## src/rtl/dac_spi_tx.sv

```systemverilog
// dac_spi_tx: SPI transmitter that sends 12-bit samples to a DAC as 16-bit frames.
// Optional one-entry sample buffer when DAC_SPI_SKID_EN is defined.
module dac_spi_tx #(
    parameter int unsigned CLK_DIV  = 2,
    parameter logic [3:0]  CFG_BITS = 4'b0011
) (
    input  logic        clk,
    input  logic        reset,
    input  logic        sample_valid,
    input  logic [11:0] sample_data,
    output logic        sample_ready,
    output logic        sclk,
    output logic        mosi,
    output logic        cs_n,
    output logic        ldac_n,
    output logic        busy,
    output logic        frame_done
);

    typedef enum logic [2:0] {
        IDLE,
        SETUP,
        SHIFT,
        CS_HI,
        LDAC
    } state_e;

    localparam logic [7:0] DIV_LAST = 8'(CLK_DIV - 1);

    state_e      state_q, state_d;
    logic [7:0]  div_q, div_d;
    logic [3:0]  bit_q, bit_d;
    logic        low_q, low_d;
    logic [15:0] shreg_q, shreg_d;

    logic        div_end;
    logic        accept;
    logic        start;
    logic [11:0] start_data;

    assign div_end = (div_q == DIV_LAST);
    assign accept  = sample_valid && sample_ready;

`ifdef DAC_SPI_SKID_EN
    logic        buf_valid_q, buf_valid_d;
    logic [11:0] buf_data_q, buf_data_d;

    assign sample_ready = !buf_valid_q;
`else
    assign sample_ready = (state_q == IDLE);
`endif

    // Next-state logic: phase timing, bit sequencing and frame launch
    always_comb begin
        state_d    = state_q;
        div_d      = div_q;
        bit_d      = bit_q;
        low_d      = low_q;
        shreg_d    = shreg_q;
        frame_done = 1'b0;
        start      = 1'b0;
        start_data = sample_data;
`ifdef DAC_SPI_SKID_EN
        buf_valid_d = buf_valid_q;
        buf_data_d  = buf_data_q;
`endif
        unique case (state_q)
            IDLE: begin
                start = accept;
            end
            SETUP: begin
                if (div_end) begin
                    state_d = SHIFT;
                    div_d   = 8'd0;
                end else begin
                    div_d = div_q + 8'd1;
                end
            end
            SHIFT: begin
                if (!div_end) begin
                    div_d = div_q + 8'd1;
                end else begin
                    div_d = 8'd0;
                    if (!low_q) begin
                        // next bit appears at the start of the low phase
                        low_d   = 1'b1;
                        shreg_d = {shreg_q[14:0], 1'b0};
                    end else if (bit_q == 4'd0) begin
                        state_d = CS_HI;
                    end else begin
                        low_d = 1'b0;
                        bit_d = bit_q - 4'd1;
                    end
                end
            end
            CS_HI: begin
                if (div_end) begin
                    state_d = LDAC;
                    div_d   = 8'd0;
                end else begin
                    div_d = div_q + 8'd1;
                end
            end
            LDAC: begin
                if (!div_end) begin
                    div_d = div_q + 8'd1;
                end else begin
                    frame_done = 1'b1;
                    state_d    = IDLE;
                    div_d      = 8'd0;
`ifdef DAC_SPI_SKID_EN
                    if (buf_valid_q) begin
                        start       = 1'b1;
                        start_data  = buf_data_q;
                        buf_valid_d = 1'b0;
                    end else begin
                        start = accept;
                    end
`endif
                end
            end
            default: begin
                state_d = IDLE;
            end
        endcase

`ifdef DAC_SPI_SKID_EN
        // park a sample offered mid-frame until the current one finishes
        if (accept && state_q != IDLE && !(state_q == LDAC && div_end)) begin
            buf_valid_d = 1'b1;
            buf_data_d  = sample_data;
        end
`endif

        if (start) begin
            state_d = SETUP;
            div_d   = 8'd0;
            bit_d   = 4'd15;
            low_d   = 1'b0;
            shreg_d = {CFG_BITS, start_data};
        end
    end

    // State and datapath registers with synchronous reset
    always_ff @(posedge clk) begin
        if (reset) begin
            state_q <= IDLE;
            div_q   <= 8'd0;
            bit_q   <= 4'd15;
            low_q   <= 1'b0;
            shreg_q <= 16'd0;
`ifdef DAC_SPI_SKID_EN
            buf_valid_q <= 1'b0;
            buf_data_q  <= 12'd0;
`endif
        end else begin
            state_q <= state_d;
            div_q   <= div_d;
            bit_q   <= bit_d;
            low_q   <= low_d;
            shreg_q <= shreg_d;
`ifdef DAC_SPI_SKID_EN
            buf_valid_q <= buf_valid_d;
            buf_data_q  <= buf_data_d;
`endif
        end
    end

    assign busy   = (state_q != IDLE);
    assign sclk   = (state_q == SHIFT) && !low_q;
    assign mosi   = busy && shreg_q[15];
    assign cs_n   = !(state_q == SETUP || state_q == SHIFT);
    assign ldac_n = (state_q != LDAC);

endmodule

```

## config.mk

```make
export PLATFORM = sky130hd
export DESIGN_NAME = dac_spi_tx
export DESIGN_NICKNAME = d
export VERILOG_FILES = /design/src/rtl/dac_spi_tx.sv
export SDC_FILE = /design/constraint.sdc
export NUM_CORES = 1
export LEC_CHECK = 0
export BUFFER_PORTS_ARGS = -buffer_cell sky130_fd_sc_hd__buf_2
export CORE_MARGIN = 1
export CORE_UTILIZATION = 42
export CTS_CLUSTER_SIZE = 20
export DETAILED_ROUTE_END_ITERATION = 16
export HOLD_SLACK_MARGIN = 0.12
export PLACE_DENSITY = 0.63
export SETUP_SLACK_MARGIN = 0.3
export SYNTH_ARGS = -nofsm -noshare
export SYNTH_HDL_FRONTEND = slang
export SYNTH_SLANG_ARGS = --single-unit
export TNS_END_PERCENT = 30
```

## constraint.sdc

```tcl
create_clock -name clk -period 3.1 [get_ports clk]
set_input_delay 0.155 -clock clk [delete_from_list [all_inputs] [get_ports clk]]
set_output_delay 0.155 -clock clk [all_outputs]
set_load 0.005 [all_outputs]
```

==> metrics.txt <==
TritonCTS Buffers=5; Rows=21; outcome=finished, final reports clean; share of cells above drive strength 1=0.173; met1 usage in global routing=0.228; Worst path slowest cell=a41oi_1; overall power=0.867 mW; slowest stage delay, CP=0.51 ns; RR Endpoint=shreg_q[11]$_SDFFE_PP0P_; CTS max path bufs=2; hold path startpoint=reset; Final Max Slew Viols=0; worst hold path type=in2reg; HPWL Detailed=2220 um; final worst slack=1.00 ns; Sink Count=32; ant diodes=0; hold endpoint=shreg_q[3]$_SDFFE_PP0P_; per-cell routed wire length=12.4 um; first-pass GRT wire length=5060 um; Via density=5.23; violation count after the first detailed-routing iteration=46; Die X=62.0 um; critical path launch point type=register; Synth Register Bits=32; EDFF count, synth=0; leakage power=0.725 nW; CORE AREA=3390 um^2; fin cells=254; final hold vios=0; FF-to-FF Start=div_q[0]$_SDFFE_PP0P_; Die H=62.0 um; Worst-Margin Slew=0.906 ns; reg2reg path depth=5; Worst EP required=3.36 ns; max_cap viols=0; # H-tree levels=2; largest net degree at the start of global routing=20; RSZ-0062 raised after global routing=false; critical setup path kind=reg2reg; reg2reg setup slack=1.00 ns; final worst path period share=0.676; Setup crit end kind=register; Area Growth Syn to Fin=21.5%; mean post-synth cell area=8.63 um^2; PD cells=472 nW/um^2; final instance area=1840 um^2; Synth Flop Type=dfxtp_1; number of global-route vias before repair=1169; area of the die=3840 um^2; I/O pins=22; placer's final routability congestion estimate=0.857; DRT Wirelength=3150 um; register area share after synthesis=0.424; Post-DP Area=1640 um^2; worst-path fanout max=11; Rel. slew slack=0.388; number of setup buffers added after CTS=0; TritonRoute pass-1 iters=4; Setup TNS Final=0 ns; Cell variety after synth=40; clock-pin slew on the worst setup and hold paths=0.10 ns; PortBufs=21; met2 Use GR=0.280; final core occ=0.542; Initial Utilization=0.446; antenna violations before repair=0; Async S/R FF share, synth=0; # setup viols final=0; CTS resizes=0; grt ovf=0; maximum clock rate=0.477 GHz; crit-path cells=ha_1 > nor4b_2 > a41oi_1 > o2bb2ai_1 > a211oi_1; CTS tree=built; minimum clock period=2.10 ns; Inst Count DP=234; Vias=1328; root buffer cell=clkbuf_4; Clock Skew=0.0115 ns; final net count=225; clock latency reported for the late side of the worst-skew pair=0.34 ns; count of yosys warnings during synthesis=0; grt met3 use=0.0663; DRC viols=0; Place WS=1.03 ns; crit path DAT=2.35 ns; Worst VDD drop=0.000396 V; hold_ws=0.192 ns; Worst Hold Depth=2; synthesized area=1510 um^2; gr busiest metal=met2; DRT antenna net count=0; Synth Instances=175; gr usage total=0.184; Post-Syn Nets=193
==> area by class of cell <==
class | count | area [um^2]
clock inverter | 3 | 42.5
tap | 46 | 57.6
clock buffer | 5 | 37.5
multi-input combinational | 126 | 795
fill | 318 | 1550
sequential | 32 | 641
timing repair buffer | 34 | 233
inverter | 8 | 30.0
==> per-layer routing <==
metal | vias up | wire (um)
met3 | 4 | 154
li1 | 696 | -
met2 | 31 | 1500
met5 | - | 0
met1 | 597 | 1460
met4 | 0 | 40
==> power breakdown <==
| part | internal [mW] | switching (mW) |
|---|---|---|
| combinational | 0.0531 | 0.0574 |
| sequential | 0.429 | 0.0149 |
| clock | 0.168 | 0.145 |
| total | 0.650 | 0.217 |
==> cell usage in the layout (no fill, tap or decap), drive strengths merged, types with 2 or more instances in the layout <==
cell type,instances
and4,3
nor3b,2
inv,8
o21ai,4
a211oi,2
ha,3
nor4b,3
nand3,5
nor3,8
a21oi,19
clkbuf,5
a22oi,10
dfxtp,32
nand2,22
and3,4
xor2,8
o211ai,2
nand4,5
dlygate4sd3,12
buf,22
nor2,12
==> Yosys cell counts, types with 2 or more instances <==
cell type  instances  area [um^2]
a211oi_1           2         15.0
a21oi_1           19         95.1
a22oi_1           10         75.1
and3_1             4         25.0
and4_1             3         26.3
buf_2              2         10.0
buf_4              2         15.0
clkbuf_1           3         11.3
dfxtp_1           32          641
ha_1               3         37.5
inv_1              7         26.3
nand2_1           22         82.6
nand3_1            5         25.0
nand4_1            5         31.3
nor2_1            12         45.0
nor3_1             8         40.0
nor3b_1            2         15.0
o211ai_1           2         15.0
o21ai_1            4         20.0
xor2_1             8         70.1
==> worst max-delay path: cells and delay by family (launching register included) <==
family / cells / cell delay (ns)
and+or+nand+nor: 1 / 0.43
adders and majority gates: 1 / 0.19
AOI/OAI and AO/OA: 3 / 0.97
DFF: 1 / 0.43
==> worst max path at each step <==
stage / from / endpoint / slack (ns) / cells past startpoint
2_1_floorplan: div_q[0]$_SDFFE_PP0P_ / bit_q[3]$_SDFFE_PP1P_ / 1.28 / 5
3_3_place_gp: div_q[0]$_SDFFE_PP0P_ / shreg_q[11]$_SDFFE_PP0P_ / 1.11 / 5
3_5_place_dp: div_q[0]$_SDFFE_PP0P_ / shreg_q[11]$_SDFFE_PP0P_ / 1.03 / 5
4_1_cts: div_q[0]$_SDFFE_PP0P_ / shreg_q[11]$_SDFFE_PP0P_ / 1.0 / 5
5_1_grt: div_q[0]$_SDFFE_PP0P_ / shreg_q[11]$_SDFFE_PP0P_ / 0.70 / 5
6_report: div_q[0]$_SDFFE_PP0P_ / shreg_q[11]$_SDFFE_PP0P_ / 1.00 / 5
==> sequential cells by signal, indices dropped and copies added, names as in the netlist <==
register / cells
bit_q: 4
div_q: 8
low_q: 1
shreg_q: 16
state_q: 3
==> what timing repair did <==
item | CTS | global route
hold buffers | 12 | 0
endpoints found under the hold margin | 12 | 0
setup endpoints to repair | 0 | 0
==> cells by family after synthesis <==
kind of cell	Yosys count	share of synthesized area
AO/OA/AOI/OAI	40	0.162
AND/OR/NAND/NOR	73	0.281
multiplexers	1	0.00663
XOR/XNOR	9	0.0522
adder cells (fa/ha/maj)	3	0.0249
flip-flops	32	0.424
buffers and inverters	17	0.0497
Note: power is estimated with default switching activity, not from simulation.
